==> src/rtl/alsu_param.sv <==
// ============================================================================
// Module   : alsu_param
// Purpose  : Parametrised, handshaked arithmetic/logic/shift unit. Operands
//            are captured on an in_valid/in_ready handshake, the result is
//            registered one cycle later and flagged by a one-cycle out_valid
//            pulse. Illegal requests enter an ERROR state that blinks the LED
//            bank for BLINK_CYCLES cycles.
// Ports    : clk, rst_n (async, active-low)
//            in_valid / in_ready          request handshake
//            A, B [WIDTH]                 operands
//            opcode [3]                   0 AND,1 XOR,2 ADD,3 MULT,4 SHIFT,
//                                         5 ROTATE, 6/7 illegal
//            cin, serial_in, direction    ADD carry, SHIFT fill, 1=left
//            red_op_A/B, bypass_A/B       reduction / bypass selects
//            out [2*WIDTH], out_valid, invalid, leds [LED_W]
// Options  : ALSU_MULTI_SHIFT_EN - SHIFT/ROTATE move B mod (2*WIDTH) bits,
//            one bit per cycle. Undefined: always a single-bit move.
// Revision : 1.0 - initial release
// ============================================================================
`default_nettype none

module alsu_param #(
    parameter int    WIDTH          = 3,
    parameter string INPUT_PRIORITY = "A",
    parameter string FULL_ADDER     = "ON",
    parameter int    LED_W          = 16,
    parameter int    BLINK_CYCLES   = 6
) (
    input  logic                 clk,
    input  logic                 rst_n,
    input  logic                 in_valid,
    output logic                 in_ready,
    input  logic [WIDTH-1:0]     A,
    input  logic [WIDTH-1:0]     B,
    input  logic [2:0]           opcode,
    input  logic                 cin,
    input  logic                 serial_in,
    input  logic                 direction,
    input  logic                 red_op_A,
    input  logic                 red_op_B,
    input  logic                 bypass_A,
    input  logic                 bypass_B,
    output logic [2*WIDTH-1:0]   out,
    output logic                 out_valid,
    output logic                 invalid,
    output logic [LED_W-1:0]     leds
);

    localparam int c_OW      = 2 * WIDTH;
    localparam int c_BLINK_W = (BLINK_CYCLES > 1) ? $clog2(BLINK_CYCLES) : 1;
    localparam logic [c_BLINK_W-1:0] c_BLINK_LAST = c_BLINK_W'(BLINK_CYCLES - 1);
    localparam logic c_PRIO_B   = (INPUT_PRIORITY == "B");
    localparam logic c_FULL_ADD = (FULL_ADDER == "ON");

    localparam logic [2:0] c_OP_AND  = 3'd0;
    localparam logic [2:0] c_OP_XOR  = 3'd1;
    localparam logic [2:0] c_OP_ADD  = 3'd2;
    localparam logic [2:0] c_OP_MULT = 3'd3;
    localparam logic [2:0] c_OP_SHFT = 3'd4;
    localparam logic [2:0] c_OP_ROT  = 3'd5;

    typedef enum logic [1:0] {
        S_IDLE  = 2'd0,
        S_EXEC  = 2'd1,
        S_ERROR = 2'd2
    } state_t;

    state_t r_state, w_state_next;

    // Latched request
    logic [WIDTH-1:0] r_a, r_b;
    logic [2:0]       r_op;
    logic             r_cin, r_sin, r_dir;
    logic             r_red_a, r_red_b, r_byp_a, r_byp_b;

    // Outputs and counters
    logic [c_OW-1:0]      r_out;
    logic                 r_out_valid;
    logic                 r_invalid;
    logic [LED_W-1:0]     r_leds;
    logic [c_BLINK_W-1:0] r_blink_cnt;

    // Decode
    logic             w_illegal;
    logic             w_shift_op;
    logic [c_OW-1:0]  w_result;
    logic [c_OW-1:0]  w_step;
    logic [WIDTH:0]   w_sum;
    logic [c_OW-1:0]  w_prod;
    logic             w_byp_sel_b, w_red_sel_b, w_red_any;
    logic [WIDTH-1:0] w_byp_opnd, w_red_opnd;
    logic             w_exec_done;
    logic             w_out_hold;
    logic             w_blink_done;

`ifdef ALSU_MULTI_SHIFT_EN
    localparam int c_AMT_W = $clog2(c_OW);
    logic [c_AMT_W-1:0] r_shift_cnt;
    logic [c_AMT_W-1:0] w_amt;
    logic [31:0]        w_amt_full;

    assign w_amt_full  = 32'(B) % 32'(c_OW);
    assign w_amt       = w_amt_full[c_AMT_W-1:0];
    // A zero-length move still takes one EXEC cycle but leaves out untouched.
    assign w_out_hold  = w_shift_op && (r_shift_cnt == '0);
    assign w_exec_done = !w_shift_op || (r_shift_cnt <= c_AMT_W'(1));
`else
    assign w_out_hold  = 1'b0;
    assign w_exec_done = 1'b1;
`endif

    assign in_ready     = (r_state == S_IDLE);
    assign out          = r_out;
    assign out_valid    = r_out_valid;
    assign invalid      = r_invalid;
    assign leds         = r_leds;
    assign w_blink_done = (r_blink_cnt == c_BLINK_LAST);

    // When both flags of a pair are set, INPUT_PRIORITY picks the operand.
    assign w_byp_sel_b = r_byp_b & (~r_byp_a | c_PRIO_B);
    assign w_red_sel_b = r_red_b & (~r_red_a | c_PRIO_B);
    assign w_byp_opnd  = w_byp_sel_b ? r_b : r_a;
    assign w_red_opnd  = w_red_sel_b ? r_b : r_a;
    assign w_red_any   = r_red_a | r_red_b;

    assign w_sum  = {1'b0, r_a} + {1'b0, r_b} + {{WIDTH{1'b0}}, r_cin & c_FULL_ADD};
    assign w_prod = {{WIDTH{1'b0}}, r_a} * {{WIDTH{1'b0}}, r_b};

    // Single-bit shift/rotate of the current result register
    always_comb begin
        w_step = r_out;
        if (r_op == c_OP_SHFT) begin
            w_step = r_dir ? {r_out[c_OW-2:0], r_sin} : {r_sin, r_out[c_OW-1:1]};
        end else begin
            w_step = r_dir ? {r_out[c_OW-2:0], r_out[c_OW-1]} : {r_out[0], r_out[c_OW-1:1]};
        end
    end

    // Decode on latched values, in priority order
    always_comb begin
        w_illegal  = 1'b0;
        w_shift_op = 1'b0;
        w_result   = r_out;
        if (r_op[2:1] == 2'b11) begin
            w_illegal = 1'b1;
        end else if (r_byp_a | r_byp_b) begin
            w_result = {{WIDTH{1'b0}}, w_byp_opnd};
        end else if (w_red_any && (r_op != c_OP_AND) && (r_op != c_OP_XOR)) begin
            w_illegal = 1'b1;
        end else begin
            case (r_op)
                c_OP_AND:  w_result = w_red_any ? {{(c_OW-1){1'b0}}, &w_red_opnd}
                                                : {{WIDTH{1'b0}}, r_a & r_b};
                c_OP_XOR:  w_result = w_red_any ? {{(c_OW-1){1'b0}}, ^w_red_opnd}
                                                : {{WIDTH{1'b0}}, r_a ^ r_b};
                c_OP_ADD:  w_result = {{(WIDTH-1){1'b0}}, w_sum};
                c_OP_MULT: w_result = w_prod;
                c_OP_SHFT, c_OP_ROT: begin
                    w_result   = w_step;
                    w_shift_op = 1'b1;
                end
                default:   w_result = r_out;
            endcase
        end
    end

    // FSM state register
    always_ff @(posedge clk or negedge rst_n) begin
        if (!rst_n) begin
            r_state <= S_IDLE;
        end else begin
            r_state <= w_state_next;
        end
    end

    // FSM next-state
    always_comb begin
        w_state_next = r_state;
        case (r_state)
            S_IDLE:  if (in_valid) w_state_next = S_EXEC;
            S_EXEC: begin
                if (w_illegal)        w_state_next = S_ERROR;
                else if (w_exec_done) w_state_next = S_IDLE;
            end
            S_ERROR: if (w_blink_done) w_state_next = S_IDLE;
            default: w_state_next = S_IDLE;
        endcase
    end

    // Datapath
    always_ff @(posedge clk or negedge rst_n) begin
        if (!rst_n) begin
            r_a         <= '0;
            r_b         <= '0;
            r_op        <= '0;
            r_cin       <= 1'b0;
            r_sin       <= 1'b0;
            r_dir       <= 1'b0;
            r_red_a     <= 1'b0;
            r_red_b     <= 1'b0;
            r_byp_a     <= 1'b0;
            r_byp_b     <= 1'b0;
            r_out       <= '0;
            r_out_valid <= 1'b0;
            r_invalid   <= 1'b0;
            r_leds      <= '0;
            r_blink_cnt <= '0;
`ifdef ALSU_MULTI_SHIFT_EN
            r_shift_cnt <= '0;
`endif
        end else begin
            r_out_valid <= 1'b0;
            case (r_state)
                S_IDLE: begin
                    if (in_valid) begin
                        r_a     <= A;
                        r_b     <= B;
                        r_op    <= opcode;
                        r_cin   <= cin;
                        r_sin   <= serial_in;
                        r_dir   <= direction;
                        r_red_a <= red_op_A;
                        r_red_b <= red_op_B;
                        r_byp_a <= bypass_A;
                        r_byp_b <= bypass_B;
`ifdef ALSU_MULTI_SHIFT_EN
                        r_shift_cnt <= w_amt;
`endif
                    end
                end
                S_EXEC: begin
                    if (w_illegal) begin
                        r_out       <= '0;
                        r_invalid   <= 1'b1;
                        r_out_valid <= 1'b1;
                        r_leds      <= '1;
                        r_blink_cnt <= '0;
                    end else begin
                        if (!w_out_hold) r_out <= w_result;
                        if (w_exec_done) begin
                            r_out_valid <= 1'b1;
                            r_invalid   <= 1'b0;
                        end
`ifdef ALSU_MULTI_SHIFT_EN
                        if (!w_exec_done) r_shift_cnt <= r_shift_cnt - c_AMT_W'(1);
`endif
                    end
                end
                S_ERROR: begin
                    if (w_blink_done) begin
                        r_leds <= '0;
                    end else begin
                        r_leds      <= ~r_leds;
                        r_blink_cnt <= r_blink_cnt + c_BLINK_W'(1);
                    end
                end
                default: r_leds <= '0;
            endcase
        end
    end

endmodule

`default_nettype wire

==> config.mk <==
export PLATFORM = sky130hd
export DESIGN_NAME = alsu_param
export DESIGN_NICKNAME = d
export VERILOG_FILES = /design/src/rtl/alsu_param.sv
export SDC_FILE = /design/constraint.sdc
export NUM_CORES = 1
export LEC_CHECK = 0
export BUFFER_PORTS_ARGS = -buffer_cell sky130_fd_sc_hd__buf_4
export CAP_MARGIN = 20
export CORE_ASPECT_RATIO = 0.9
export CORE_UTILIZATION = 55
export CTS_CLUSTER_DIAMETER = 60
export DETAILED_ROUTE_END_ITERATION = 8
export PLACE_DENSITY = 0.79
export SYNTH_ARGS = -nofsm -noshare
export SYNTH_HDL_FRONTEND = slang
export SYNTH_SLANG_ARGS = --single-unit
==> constraint.sdc <==
create_clock -name clk -period 4.22 [get_ports clk]
set_input_delay 0.633 -clock clk [delete_from_list [all_inputs] [get_ports clk]]
set_output_delay 0.633 -clock clk [all_outputs]
set_load 0.005 [all_outputs]
# Word-level counts from Yosys, hierarchy flattened
# Index checks and enable logic that the tools add are counted.
[totals]
reg_bits = 45
in_bits = 19
out_inout_bits = 25
elab_cells = 88
[op_classes]
n_addsub = 3
mul = 1
n_eq_ne = 16
n_mux = 27
n_bitwise = 10
reduce_logical = 15
[ops]
columns = ["cell", "count"]
rows = [
  ["$pmux 16 s3", 1],
  ["$mux 6", 7],
  ["$mux 16", 2],
  ["$pmux 6 s5", 1],
  ["$mux 3", 6],
  ["$not 16->16", 1],
  ["$ne 2x2->1 const B", 5],
  ["$eq 3x3->1 const B", 3],
  ["$reduce_bool 7->1", 1],
  ["$eq 3x2->1 const B", 2],
  ["$mul 3x3->6", 1],
  ["$mux 2", 3],
  ["$pmux 2 s3", 1],
  ["$pmux 3 s2", 1],
  ["$reduce_and 2->1", 3],
  ["$reduce_and 3->1", 2],
  ["$mux 1", 5],
  ["$add 3x3->4", 1],
  ["$add 4x1->4", 1],
  ["$eq 2x2->1 const B", 2],
  ["$reduce_and 4->1", 1],
  ["$add 3x1->3 const B", 1],
  ["$and 3x3->3", 1],
  ["$eq 3x1->1 const B", 1],
  ["14 further kinds", 19],
]

# Depth between registers and ports, before layout
[depth]
depth_word = 10
ltp_mapped = 9
depth_no_buf = 9

# Least setup slack after synthesis
# Ideal clock, no wire load.
[synth_timing]
path_kind = "register -> register"
start = "register r_a[1]"
end = "register r_out[4], in the netlist out[4]"
setup_time_ps = 136
arrival_ps = 2058
slack_ps = 2026
path_stages_with_launch = 9
path_buffers = 0
synth_period_minus_slack_ps = 2194
path_cell_list = "dfrtp_1 -> ha_1 -> xnor2_1 -> ha_1 -> ha_1 -> fa_1 -> xor2_1 -> a32oi_1 -> o22ai_1"
[synth_via]
elab_chain_len = 6
[synth_rtl]
columns = ["item", "line_no", "rtl"]
rows = [
  ["start: declaration", "71", "logic [WIDTH-1:0] r_a, r_b;"],
  ["start signal: assignment", "193", "r_a <= '0;"],
  ["start signal: assignment", "216", "r_a <= A;"],
  ["$mul 3x3->6", "127", "assign w_prod = {{WIDTH{1'b0}}, r_a} * {{WIDTH{1'b0}}, r_b};"],
  ["$pmux 6 s5", "151", "case (r_op)"],
  ["$mux 6", "148", "end else if (w_red_any && (r_op != c_OP_AND) && (r_op != c_OP_XOR)) begin"],
  ["$mux 6", "146", "end else if (r_byp_a | r_byp_b) begin"],
  ["$mux 6", "144", "if (r_op[2:1] == 2'b11) begin"],
  ["$mux 6", "232", "if (w_illegal) begin"],
  ["end signal: assignment", "239", "if (!w_out_hold) r_out <= w_result;"],
  ["end: declaration", "77", "logic [c_OW-1:0] r_out;"],
]
# Every way passes these cells. The select of a mux whose other input is x is not followed.
# A chain may end at the register's enable or synchronous reset.

# Worst setup path after layout
[layout_timing]
start = "register r_a[1]"
end = "register r_out[3], in the netlist out[3]"
[layout_via]
elab_chain_len = 7
[layout_rtl]
columns = ["item", "line_no", "rtl"]
rows = [
  ["$add 3x3->4", "126", "assign w_sum = {1'b0, r_a} + {1'b0, r_b} + {{WIDTH{1'b0}}, r_cin & c_FULL_ADD};"],
  ["$add 4x1->4", "126", ""],
  ["$pmux 6 s5 (*)", "151", ""],
  ["$mux 6 (*)", "148", ""],
  ["$mux 6 (*)", "146", ""],
  ["$mux 6 (*)", "144", ""],
  ["$mux 6 (*)", "232", ""],
]
# Every way passes the cells marked *; elsewhere a longest branch is shown, timed or not. The select of a mux whose other input is x is not followed.

==> results.yml <==
logic_synthesis:
  ys_ff_latch: 45
  async_reset_ff_share_pct: 100
  synth_edf_count: 0
  synth_cell_types: 51
  syn_avg_cell_area_um2: 10.5
  ys_seq_area_share_pct: 39.2
  yosysWarnings: 0
  syn-num-nets: 313
  syn_area_um2: 2870
  synth-main-ff-cell: "dfrtp_1"
  synthCells: 274
route:
  drtAntennaViolNets: 0
  firstDrtPassIters: 4
  drt-total-wl_mm: 5.99
  drtIter0Drc: 126
  vias: 2180
  routedWlPerCell_um: 15.9
  viasPerCell: 5.80
  drcViolationCount: 0
power:
  internal_power_mw: 1.46
  combPwrFrac_pct: 53.9
  p_sw_mw: 1.12
  p_seq_share_pct: 33.0
  leakagePower_nw: 1.53
  vdd_drop_max_mv: 0.436
  power_density_nw_per_um2: 778
  power_frac_clock_pct: 13.1
  netSwitchingFraction_pct: 43.5
critical_path:
  cp_cell_sequence: "ha_1 > xnor2_1 > ha_1 > ha_1 > fa_1 > o21ai_0 > o22a_1 > o22ai_1"
  cp-end-kind: "register"
  path_buf_inv: 0
  crit_path_start_kind: "register"
  critPathMaxFanout: 8
  path_common_cell: "ha_1"
  path_class: "register to register"
  crit_slowest_cell: "fa_1"
  required_ns: 4.43
  cp.arrival_ns: 2.59
  timing.critical_path.slowest_cell_delay_ns: 0.49
  path_delay_family: "adder cells"
global_routing:
  grt_pass1_wl_mm: 10.1
  grtUsageTotal_pct: 23.0
  grt_start_max_net_pins: 46
  grt_pass1_vias: 2110
  antenna_found_initial: 0
  grt_overflow_total: 0
sta:
  setup_violations: 0
  finClkSkew_ns: 0.0152
  hold_viol_final: 0
  max_slew.worst_pin.slew_ns: 1.04
  timing.final.crit_share_pct: 56.4
  drv_slew: 0
  fmax_mhz: 420
  min_period_ns: 2.38
  rsz0062_at_grt: "no"
  slew_headroom_pct: 30.4
  hold_ws_ns: 0.318
  tns_ns: 0
clocking:
  cts_setup_buffers: 0
  cts_root_buf: "clkbuf_8"
  htree_levels: 2
  hold_buffers: 0
  numCtsBuffers: 5
  cts.sinks: 45
  cts_resized: 0
  cts_tree: "built"
  clock_path_buffers: 2
  clk_latency_ns: 0.30
  clkSlewWorstSetupHoldPaths_ns: 0.10
hold_path:
  hold_class: "primary input to async pin"
placed_design:
  hpwl_mm: 4.34
  numPortBuffers: 43
  finalWeightedCongestion: 0.847
finish:
  antennaDiodeCount: 0
  final_cell_mix: "dfrtp_1, buf_4, nor2_1"
  drive_above_1_share_pct: 29.3
  syn2layout_area_growth_pct: 15.6
  final_common_cell: "dfrtp_1"
  fin_nets: 349
  fillCellCount: 406
flow_run:
  cap_violations: 0
floorplanning:
  die-width_um: 78.2
  start_util_pct: 58.3
  rows: 24
  pin_count: 44
  core_um2: 4920
  die_h_um: 70.6
  die_area_um2: 5520
run_status:
  outcome: "complete, no violations"
power groups by stage:
stage,Clock [mW],Sequential (mW),Combinational [mW]
detailed placement,0,0.857,1.39
global placement,0,0.846,1.36
CTS,0.345,0.849,1.40
floorplan,0,0.747,1.14
global route,0.361,0.880,1.55
finish,0.339,0.853,1.39
routing by layer:
layer	share of wire, %	track usage (%)
met1	48	33.0
met2	48	36.9
met3	2.6	3.48
met4	1.0	5.97
met5	0	0
state kept, by name (all words and copies together) (netlist names):
register and count:
invalid 1, leds 16, out 6, out_valid 1
r_a 3, r_b 3, r_blink_cnt 3, r_byp_a 1
r_byp_b 1, r_cin 1, r_dir 1, r_op 3
r_red_a 1, r_red_b 1, r_sin 1, r_state 2
Yosys cell counts (all sizes together) (2+ instances only):
library cell	n	area, um^2
dfrtp	45	1130
nor2	36	138
mux2	20	225
ha	17	213
o2bb2ai	16	203
nand2	14	55.1
inv	12	45.0
a21oi	9	45.0
o21ai	9	45.0
nor2b	8	50.1
buf	7	47.5
clkbuf	7	26.3
and2	6	37.5
nand2b	6	37.5
mux2i	5	50.1
a21o	4	30.0
o211ai	4	30.0
o22ai	4	25.0
a211oi	3	22.5
a221oi	3	32.5
a31oi	3	18.8
fa	3	60.1
nor3	3	15.0
o22a	3	26.3
a22o	2	17.5
a32oi	2	17.5
nand3b	2	15.0
or3b	2	17.5
xnor2	2	17.5
per-stage QoR:
step	setup WS, ns	cells	power [mW]	instance area (um^2)	utilization (%)
3_5_place_dp	1.86	368	2.24	3200	65.0
3_3_place_gp	1.93	368	2.21	3200	65.0
6_report	1.84	376	2.58	3320	67.5
5_1_grt	1.72	376	2.79	3320	67.5
2_1_floorplan	2.03	274	1.89	2870	-
4_1_cts	1.82	376	2.59	3320	67.5
final timing paths:
| check | from | to | slack (ns) | cells past startpoint |
|---|---|---|---|---|
| max | r_a[1] | out[3] | 1.84 | 8 |
| min | rst_n | leds[13] | 0.32 | 1 |
| max reg2reg | r_a[1] | out[3] | 1.84 | 8 |
| min reg2reg | invalid | invalid | 0.50 | 1 |
| max in group asynchronous | rst_n | r_a[1] | 3.53 | 1 |
| min in group clk | invalid | invalid | 0.50 | 1 |
logic make-up after synthesis:
| kind of cell | share of synthesized area (%) |
|---|---|
| xor+xnor | 0.915 |
| fa+ha+maj | 9.49 |
| mux | 9.58 |
| compound gates | 23.0 |
| flops | 39.2 |
| simple gates | 13.6 |
| buf+inv | 4.14 |
final cells by class:
class / instances / area (um^2) / share of cell area (%)
multi-input combinational: 203 / 1630 / 49.0
sequential: 45 / 1130 / 33.9
timing repair buffer: 43 / 323 / 9.72
tap: 65 / 81.3 / 2.45
clock buffer: 5 / 68.8 / 2.07
clock inverter: 3 / 50.0 / 1.51
inverter: 12 / 45.0 / 1.36
worst reg2reg max path: cells and delay by family, from the launching register on:
| kind | cells | cell delay [ns] |
|---|---|---|
| AO/OA/AOI/OAI | 3 | 0.42 |
| XOR/XNOR | 1 | 0.17 |
| adder cells (fa/ha/maj) | 4 | 1.24 |
| flip-flops | 1 | 0.47 |
Note: power is estimated with default switching activity, not from simulation.
